## config.mk

```make
export PLATFORM = sky130hd
export DESIGN_NAME = commit_trace_buffer
export DESIGN_NICKNAME = d
export VERILOG_FILES = /design/src/rtl/commit_trace_buffer.sv
export SDC_FILE = /design/constraint.sdc
export NUM_CORES = 1
export LEC_CHECK = 0
export BUFFER_PORTS_ARGS = -buffer_cell sky130_fd_sc_hd__buf_2
export CAP_MARGIN = 20
export CORE_ASPECT_RATIO = 1.2
export CORE_MARGIN = 4
export CORE_UTILIZATION = 45
export DETAILED_ROUTE_END_ITERATION = 8
export HOLD_SLACK_MARGIN = 0.15
export PLACE_DENSITY_LB_ADDON = 0.3
export RECOVER_POWER = 100
export SLEW_MARGIN = 20
export SYNTH_ARGS = -nofsm -noshare
export SYNTH_HDL_FRONTEND = slang
export SYNTH_SLANG_ARGS = --single-unit
```

## constraint.sdc

```tcl
create_clock -name clk -period 7.2 [get_ports clk]
set_clock_uncertainty 0.2 [all_clocks]
set_input_delay 1.08 -clock clk [delete_from_list [all_inputs] [get_ports clk]]
set_output_delay 1.08 -clock clk [all_outputs]
set_load 0.02 [all_outputs]
```

## src/rtl/commit_trace_buffer.sv

```systemverilog
// commit_trace_buffer: captures register/memory commit events as timestamped records into a FIFO
module commit_trace_buffer #(
  parameter int DEPTH = 8,
  parameter int TS_W = 16
) (
  input  logic                  clk,
  input  logic                  reset,
  input  logic                  reg_write_sig,
  input  logic [4:0]            reg_num,
  input  logic [31:0]           reg_data,
  input  logic                  wr,
  input  logic                  rd,
  input  logic [8:0]            addr,
  input  logic [31:0]           wr_data,
  input  logic [31:0]           rd_data,
  output logic                  out_valid,
  input  logic                  out_ready,
  output logic [2+9+32+TS_W-1:0] out_data,
  output logic                  overflow,
  output logic [7:0]            drop_cnt,
  input  logic                  clear
);
  localparam int RW = 2 + 9 + 32 + TS_W;
  localparam int AW = $clog2(DEPTH);
  localparam int CW = AW + 1;
  logic [RW-1:0] mem [DEPTH];
  logic [AW-1:0] wptr, rptr;
  logic [CW-1:0] cnt, free;
  logic [TS_W-1:0] ts;
  logic ev_reg, ev_mem, pop, acc_reg, acc_mem;
  logic [1:0] drops;
  logic [8:0] dc_sum;
  logic [RW-1:0] rec_reg, rec_mem;
  assign out_valid = cnt != '0;
  assign out_data = mem[rptr];
  // event detection, space check in priority order (REG before memory), record formatting
  always_comb begin
    ev_reg = reg_write_sig && reg_num != 5'd0;
    ev_mem = wr ^ rd;
    pop = out_valid && out_ready;
    free = CW'(DEPTH) - cnt + CW'(pop);
    acc_reg = ev_reg && free != '0;
    acc_mem = ev_mem && free > CW'(acc_reg);
    drops = 2'(ev_reg && !acc_reg) + 2'(ev_mem && !acc_mem);
    dc_sum = {1'b0, drop_cnt} + 9'(drops);
    rec_reg = {2'b00, 4'b0000, reg_num, reg_data, ts};
    rec_mem = {wr ? 2'b01 : 2'b10, addr, wr ? wr_data : rd_data, ts};
  end
  // free-running capture timestamp
  always_ff @(posedge clk or negedge reset) begin
    if (!reset) ts <= '0;
    else ts <= ts + TS_W'(1);
  end
  // FIFO storage; a second same-cycle push lands one slot after the first
  always_ff @(posedge clk or negedge reset) begin
    if (!reset) begin
      for (int i = 0; i < DEPTH; i++) mem[i] <= '0;
      wptr <= '0;
      rptr <= '0;
      cnt <= '0;
    end else begin
      if (acc_reg) mem[wptr] <= rec_reg;
      if (acc_mem) mem[wptr + AW'(acc_reg)] <= rec_mem;
      wptr <= wptr + AW'(acc_reg) + AW'(acc_mem);
      rptr <= rptr + AW'(pop);
      cnt <= cnt + CW'(acc_reg) + CW'(acc_mem) - CW'(pop);
    end
  end
  // sticky overflow and saturating drop counter; drops in a clear cycle still count
  always_ff @(posedge clk or negedge reset) begin
    if (!reset) begin
      overflow <= 1'b0;
      drop_cnt <= '0;
    end else begin
      overflow <= (overflow && !clear) || drops != 2'd0;
      drop_cnt <= clear ? 8'(drops) : dc_sum[8] ? 8'hFF : dc_sum[7:0];
    end
  end
endmodule

```

Word level (Yosys, flattened, before mapping)

Cells that the tools add are included.

Output and inout bits: 69
Bits in registers: 507

Order comparisons: 6
Add/subtract/negate cells: 11
Bitwise gates (word level): 4
Mux-type cells: 15
Reduce and logical (&&, ||, !) cells: 17

Operator list:

| cell                                                                 | number |
|---|---|
| 472-bit bitwise mux                                                  | 2 |
| 472-bit two-way mux                                                  | 2 |
| 59-bit demux with 3-bit select                                       | 2 |
| 59-bit two-way mux                                                   | 4 |
| 59-bit binary-select mux with 3-bit select                           | 1 |
| 32-bit two-way mux                                                   | 1 |
| 16-bit by 1-bit adder with 16-bit output, second input constant      | 1 |
| 8-bit two-way mux                                                    | 2 |
| 4-bit by 1-bit adder with 4-bit output                               | 3 |
| 4-bit greater-or-equal comparator, second input constant             | 3 |
| 3-bit inverter with 4-bit output                                     | 3 |
| 3-bit by 1-bit adder with 3-bit output                               | 3 |
| 8-bit by 2-bit adder with 9-bit output                               | 1 |
| 1-bit logical AND                                                    | 9 |
| 4-bit by 1-bit < comparator with 1-bit output, second input constant | 2 |
| 4-bit nonzero test                                                   | 2 |
| 5-bit nonzero test                                                   | 1 |
| 4-bit by 1-bit > comparator with 1-bit output                        | 1 |
| 4-bit by 1-bit subtractor with 4-bit output                          | 1 |
| 4-bit subtractor, first input constant                               | 1 |
| 1-bit logical NOT                                                    | 3 |
| 1-bit by 1-bit adder with 2-bit output                               | 1 |
| 2-bit two-way mux                                                    | 1 |
| 2-bit nonzero test                                                   | 1 |
| 2 further kinds                                                      | 2 |

Depth between registers and ports, before layout

Depth after elaboration: 13
Gate-level depth with buffers: 28
Depth with buffers taken out: 24

Worst setup path before layout

Ideal clock, no wire load.

Kind: input to register
From: input port out_ready
To: register drop_cnt[7]
Data arrival time: 5.288 ns
Slack: 1.581 ns
Cell stages on the path: 25
Required time: 6.869 ns
Cell sequence: nand2_1 ha_1 inv_1 ha_1 xnor2_1 or3b_1 o21a_1 buf_6 buf_2 buf_2 and2_1 ha_1 nor2_1 or3_1 clkbuf_1 nor2_1 nand2_1 ha_1 ha_1 fa_1 and3_1 nand2_1 nand2_1 mux2i_1 nor2_1

Cells in the longest elaborated chain, start to end: 12
Elaborated cells on any way between the ends: 14
Those cells by class: add/sub (3); order compare (1); mux (2); reduce/logical (8)

Ends and longest elaborated chain:

| item                                          | line | RTL |
|---|---|---|
| from (decl)                                   | 17   | `input logic out_ready,` |
| 1-bit logical AND *                           | 40   | `pop = out_valid && out_ready;` |
| 4-bit by 1-bit adder with 4-bit output *      | 41   | `free = CW'(DEPTH) - cnt + CW'(pop);` |
| 4-bit nonzero test                            | 42   | `acc_reg = ev_reg && free != '0;` |
| 1-bit logical AND                             | 42   |  |
| 4-bit by 1-bit > comparator with 1-bit output | 43   | `acc_mem = ev_mem && free > CW'(acc_reg);` |
| 1-bit logical AND                             | 43   |  |
| 1-bit logical NOT                             | 44   | `drops = 2'(ev_reg && !acc_reg) + 2'(ev_mem && !acc_mem);` |
| 1-bit logical AND                             | 44   |  |
| 1-bit by 1-bit adder with 2-bit output *      | 44   |  |
| 8-bit by 2-bit adder with 9-bit output *      | 45   | `dc_sum = {1'b0, drop_cnt} + 9'(drops);` |
| 8-bit two-way mux * (2 in a row)              | 76   | `drop_cnt <= clear ? 8'(drops) : dc_sum[8] ? 8'hFF : dc_sum[7:0];` |
| to (signal assigned)                          | 76   |  |
| to (decl)                                     | 20   | `output logic [7:0] drop_cnt,` |

Mark *: on every way between the ends. The rest lies on a longest branch, timed or not.

Worst setup path after layout

From: register cnt[3]
To: register mem[147] (netlist bit)

Cells in the longest elaborated chain, start to end: 13
Elaborated cells on any way between the ends: 18
Those cells by class: add/sub (3); order compare (3); mux (5); bitwise (1); reduce/logical (6)

Ends and longest elaborated chain:

| item                                                                                                                     | line | RTL |
|---|---|---|
| from (decl)                                                                                                              | 28   | `logic [CW-1:0] cnt, free;` |
| from (signal assigned)                                                                                                   | 66   | `cnt <= cnt + CW'(acc_reg) + CW'(acc_mem) - CW'(pop);` |
| branches (longest 2 deep; another with 4-bit subtractor)                                                                 | -    |  |
| 4-bit by 1-bit adder with 4-bit output *                                                                                 | 41   |  |
| 4-bit nonzero test                                                                                                       | 42   |  |
| 1-bit logical AND                                                                                                        | 42   |  |
| 3-bit by 1-bit adder with 3-bit output                                                                                   | 63   | `if (acc_mem) mem[wptr + AW'(acc_reg)] <= rec_mem;` |
| 3-bit inverter with 4-bit output (not written as such)                                                                   | 63   |  |
| 4-bit greater-or-equal comparator (not written as such) or 4-bit by 1-bit < comparator with 1-bit output (tied branches) | 63   |  |
| 1-bit logical AND (not written as such)                                                                                  | 63   |  |
| 59-bit two-way mux (not written as such)                                                                                 | 63   |  |
| 59-bit demux with 3-bit select                                                                                           | 63   |  |
| 472-bit bitwise mux                                                                                                      | 63   |  |
| 472-bit two-way mux *                                                                                                    | 63   |  |
| to (signal, indexed assignment)                                                                                          | 62   | `if (acc_reg) mem[wptr] <= rec_reg;` |
| to (signal, indexed assignment)                                                                                          | 63   |  |
| to (decl)                                                                                                                | 26   | `logic [RW-1:0] mem [DEPTH];` |

Mark *: on every way between the ends.

==> qor_table.md <==
| Quantity | Reported | Unit |
|---|---|---|
| Run status | finished with violations | - |
| Violated checks | capacitance limit, slew limit | - |
| Die Span Y | 275 | um |
| First-pass GRT wire length | 131,000 | um |
| Number of endpoints failing setup at the final stage | 0 | - |
| Sum of net half-perimeters after detailed placement | 45,200 | um |
| Total die area | 0.0632 | sq mm |
| Quantity of I/O buffers inserted on ports | 185 | - |
| Met2 track utilization from global routing | 0.432 | - |
| Number of warning messages in the yosys log | 0 | - |
| CTS tree | built | - |
| Initial core utilization | 0.455 | - |
| Post-detailed-route wirelength per cell | 26.8 | um |
| Post-Syn Instances | 2,332 | - |
| Die width | 230 | um |
| Aggregate global-route resource usage | 0.262 | - |
| Largest net degree at the start of global routing | 257 | - |
| Static leakage | 12.4 | nW |
| Most frequently used flop master after synthesis | sky130_fd_sc_hd__dfrtp_1 | - |
| Minimum clock period after layout | 5.96 | ns |
| Fraction of final layout cells sized beyond drive strength 1 | 0.203 | - |
| Slew at the pin closest to its max-slew limit | 4.24 | ns |
| Critical Path Source Type | register | - |
| Placed cell areas | 0.0279 | sq mm |
| Core box area | 0.0585 | sq mm |
| Gp weighted congestion | 0.826 | - |
| Clock tree root buffer cell | sky130_fd_sc_hd__clkbuf_16 | - |
| Fraction of registers with async set/reset | 1.00 | - |
| Sum of overflow across all layers after global routing | 0 | - |
| Count of flip-flops with a built-in enable after synthesis | 0 | - |
| Synth-to-layout area growth | 10.8 | % |
| Total negative setup slack | 0 | ns |
| Worst Setup Path Type | reg -> reg | - |
| Post-synthesis cell type count | 48 | - |
| Max-cap check violation count | 16 | - |
| Clock sink count | 507 | - |
| Detailed-routing iteration count for the pre-antenna-repair pass | 6 | - |
| Maximum vdd ir drop | 343 | uV |
| Num CTS Buffers | 54 | - |
| Clock buffer depth | 3 | - |
| Antenna Violating Nets Remaining | 0 | - |
| Clock input transition at the sequential cells of the worst setup and hold paths | 0.06 | ns |
| Share of synthesized area occupied by flip-flops and latches | 0.476 | - |
| Total nets after synthesis | 2,471 | - |
| Met1 usage in global routing | 0.341 | - |
| Number of DRC markers after the initial detailed-route iteration | 2,624 | - |
| Total vias in the final route | 21,400 | - |
| CTS H-tree lvls | 2 | - |
| Hold Crit Class | reg -> reg | - |
| Final hold vios | 0 | - |
| Crit path max fanout | 69 | - |
| Fin crit share | 0.827 | - |
| Number of global-route vias before repair | 21,800 | - |
| Count of pins on the block boundary | 186 | - |
| Count of cells along the worst hold path | 1 | - |
| Total power density per cell area | 501 | mW/mm^2 |
| Worst Path Required | 7.50 | ns |
| Clock latency at the later pin of the worst-skew pair | 0.61 | ns |
| Post-synth design cell area | 0.0266 | sq mm |
| Worst max-slew margin expressed relative to the limit | -1.83 | - |
| # DRC | 0 | - |
| Site row count | 97 | - |
| Number of buffers added for setup after CTS | 0 | - |
| Total number of nets in the final design | 2,461 | - |
| Worst R2R Path Depth | 19 | - |
| Max Slew Vio Count | 791 | - |
| Crit path cell chain | inv_1 -> ha_1 -> nand3_1 -> nand2_1 -> ha_1 -> inv_1 -> ha_1 -> xnor2_1 -> or3b_1 -> o21a_4 -> and2_0 -> ha_1 -> ha_1 -> xnor2_1 -> nor4b_1 -> a21boi_0 -> clkbuf_2 -> a31oi_1 -> a22oi_1 | - |
| Data arrival, critical path | 6.26 | ns |
| Total of cells resized after clock tree synthesis | 0 | - |
| Setup repair after global routing missed its margin | no | - |
| Busiest layer in global routing | met2 | - |
| Number of storage elements in the synthesis netlist | 507 | - |
| Mean post-synth cell area | 11.4 | sq um |
| Number of hold buffers added after cts | 0 | - |
| Max frequency | 168 | MHz |
| Delay of the slowest cell on the worst path | 1.46 | ns |
| Antenna violations before repair | 9 | - |
| CP Capture Type | register | - |
| Grt met3 use | 0.0569 | - |
| Post-route design area | 0.0295 | sq mm |
| Sum of routed wire length over all layers | 85,000 | um |
| Cell with the largest stage delay on the worst path | sky130_fd_sc_hd__clkbuf_2 | - |
| Most frequent cell on the critical path | sky130_fd_sc_hd__ha_1 | - |
| Vias per std cell | 6.76 | - |
## critical path, delay by kind of cell, from the launching register on
kind | cells | cell delay [ns]
flip-flops | 1 | 0.40
adder cells (fa/ha/maj) | 5 | 0.95
AO/OA/AOI/OAI | 4 | 0.97
XOR/XNOR | 2 | 0.38
AND/OR/NAND/NOR | 5 | 1.29
buffers and inverters | 3 | 1.64
## report_power, final
group / leakage (nW) / total [mW] / switching (mW) / internal [mW]
clock network: 0.890 / 2.85 / 1.23 / 1.62
registers: 6.22 / 4.69 / 0.659 / 4.04
logic: 5.33 / 7.22 / 4.28 / 2.94
total: 12.4 / 14.8 / 6.17 / 8.60
## cells in the final DEF, fill, tap and decap left out, drive strengths merged, types with 4 or more instances in the layout
cell | Yosys | final
nor2b | 4 | 4
nor2 | 69 | 69
clkinv | 0 | 15
nand2 | 26 | 26
ha | 19 | 19
a21boi | 6 | 6
o21ai | 307 | 307
xor2 | 13 | 13
nor3 | 4 | 4
a22o | 40 | 40
nor4b | 4 | 4
a22oi | 256 | 256
a21oi | 19 | 19
mux2 | 187 | 187
mux4 | 118 | 118
nand3b | 5 | 5
mux2i | 33 | 33
xnor2 | 15 | 15
a31oi | 297 | 297
clkbuf | 197 | 136
or4 | 15 | 15
dfrtp | 507 | 507
diode | 0 | 10
nand4 | 19 | 19
nand3 | 15 | 15
and2 | 7 | 7
o2bb2ai | 8 | 8
inv | 16 | 18
buf | 104 | 177
## layer usage
layer | routed length (um) | up-vias
li1 | - | 9043
met1 | 32000 | 10900
met4 | 3220 | 6
met3 | 8370 | 249
met5 | 36 | -
met2 | 41400 | 1197
## sequential cells by signal, indices dropped and copies added (netlist names)
| name | count |
|---|---|
| cnt | 4 |
| drop_cnt | 8 |
| mem | 472 |
| overflow | 1 |
| rptr | 3 |
| ts | 16 |
| wptr | 3 |
## Yosys cell counts (26+ instances only)
| cell | count | area (sq um) |
|---|---|---|
| sky130_fd_sc_hd__a22o_1 | 40 | 350 |
| sky130_fd_sc_hd__a22oi_1 | 256 | 1920 |
| sky130_fd_sc_hd__a31oi_1 | 297 | 1860 |
| sky130_fd_sc_hd__buf_2 | 64 | 320 |
| sky130_fd_sc_hd__clkbuf_1 | 197 | 739 |
| sky130_fd_sc_hd__dfrtp_1 | 507 | 12700 |
| sky130_fd_sc_hd__mux2_1 | 98 | 1100 |
| sky130_fd_sc_hd__mux2_2 | 89 | 1000 |
| sky130_fd_sc_hd__mux2i_1 | 33 | 330 |
| sky130_fd_sc_hd__mux4_2 | 118 | 2660 |
| sky130_fd_sc_hd__nand2_1 | 26 | 97.6 |
| sky130_fd_sc_hd__nor2_1 | 69 | 259 |
| sky130_fd_sc_hd__o21ai_0 | 306 | 1530 |
## stage by stage
step           hold WS (ns)  cells  utilization  worst slack (ns)  power (mW)
6_report              0.286   3169        0.504              1.24        14.8
5_1_grt               0.296   3165        0.504             0.887        15.6
4_1_cts               0.250   3158        0.508              1.93        14.9
3_5_place_dp          0.275   3057        0.477              1.65        12.0
3_3_place_gp          0.267   3057        0.477              1.68        11.7
2_1_floorplan         0.251   2332            -              1.58        9.82
## worst paths after layout
check | start | to | slack [ns]
hold / removal | mem[70] | mem[70] | 0.29
min in group asynchronous | reset | mem[158] | 1.76
max in group asynchronous | reset | rptr[0] | 2.56
setup / recovery | cnt[3] | mem[147] | 1.24
setup reg to reg | cnt[3] | mem[147] | 1.24
hold reg to reg | mem[70] | mem[70] | 0.29
## logic make-up after synthesis
family | synth area share
adders and majority gates | 0.0112
AOI/OAI and AO/OA | 0.226
and+or+nand+nor | 0.0351
buffers and inverters | 0.0505
xor gates and xnor gates | 0.00949
muxes | 0.191
DFF | 0.476
## cell type report
class	count	area, sq um
fill	5208	29000
clock inverter	23	249
antenna	10	25.0
sequential	507	12700
clock buffer	78	1560
timing repair buffer	235	1280
tap	792	991
multi-input combinational	1508	12600
inverter	16	60.1
(Power assumes the default switching activity.)
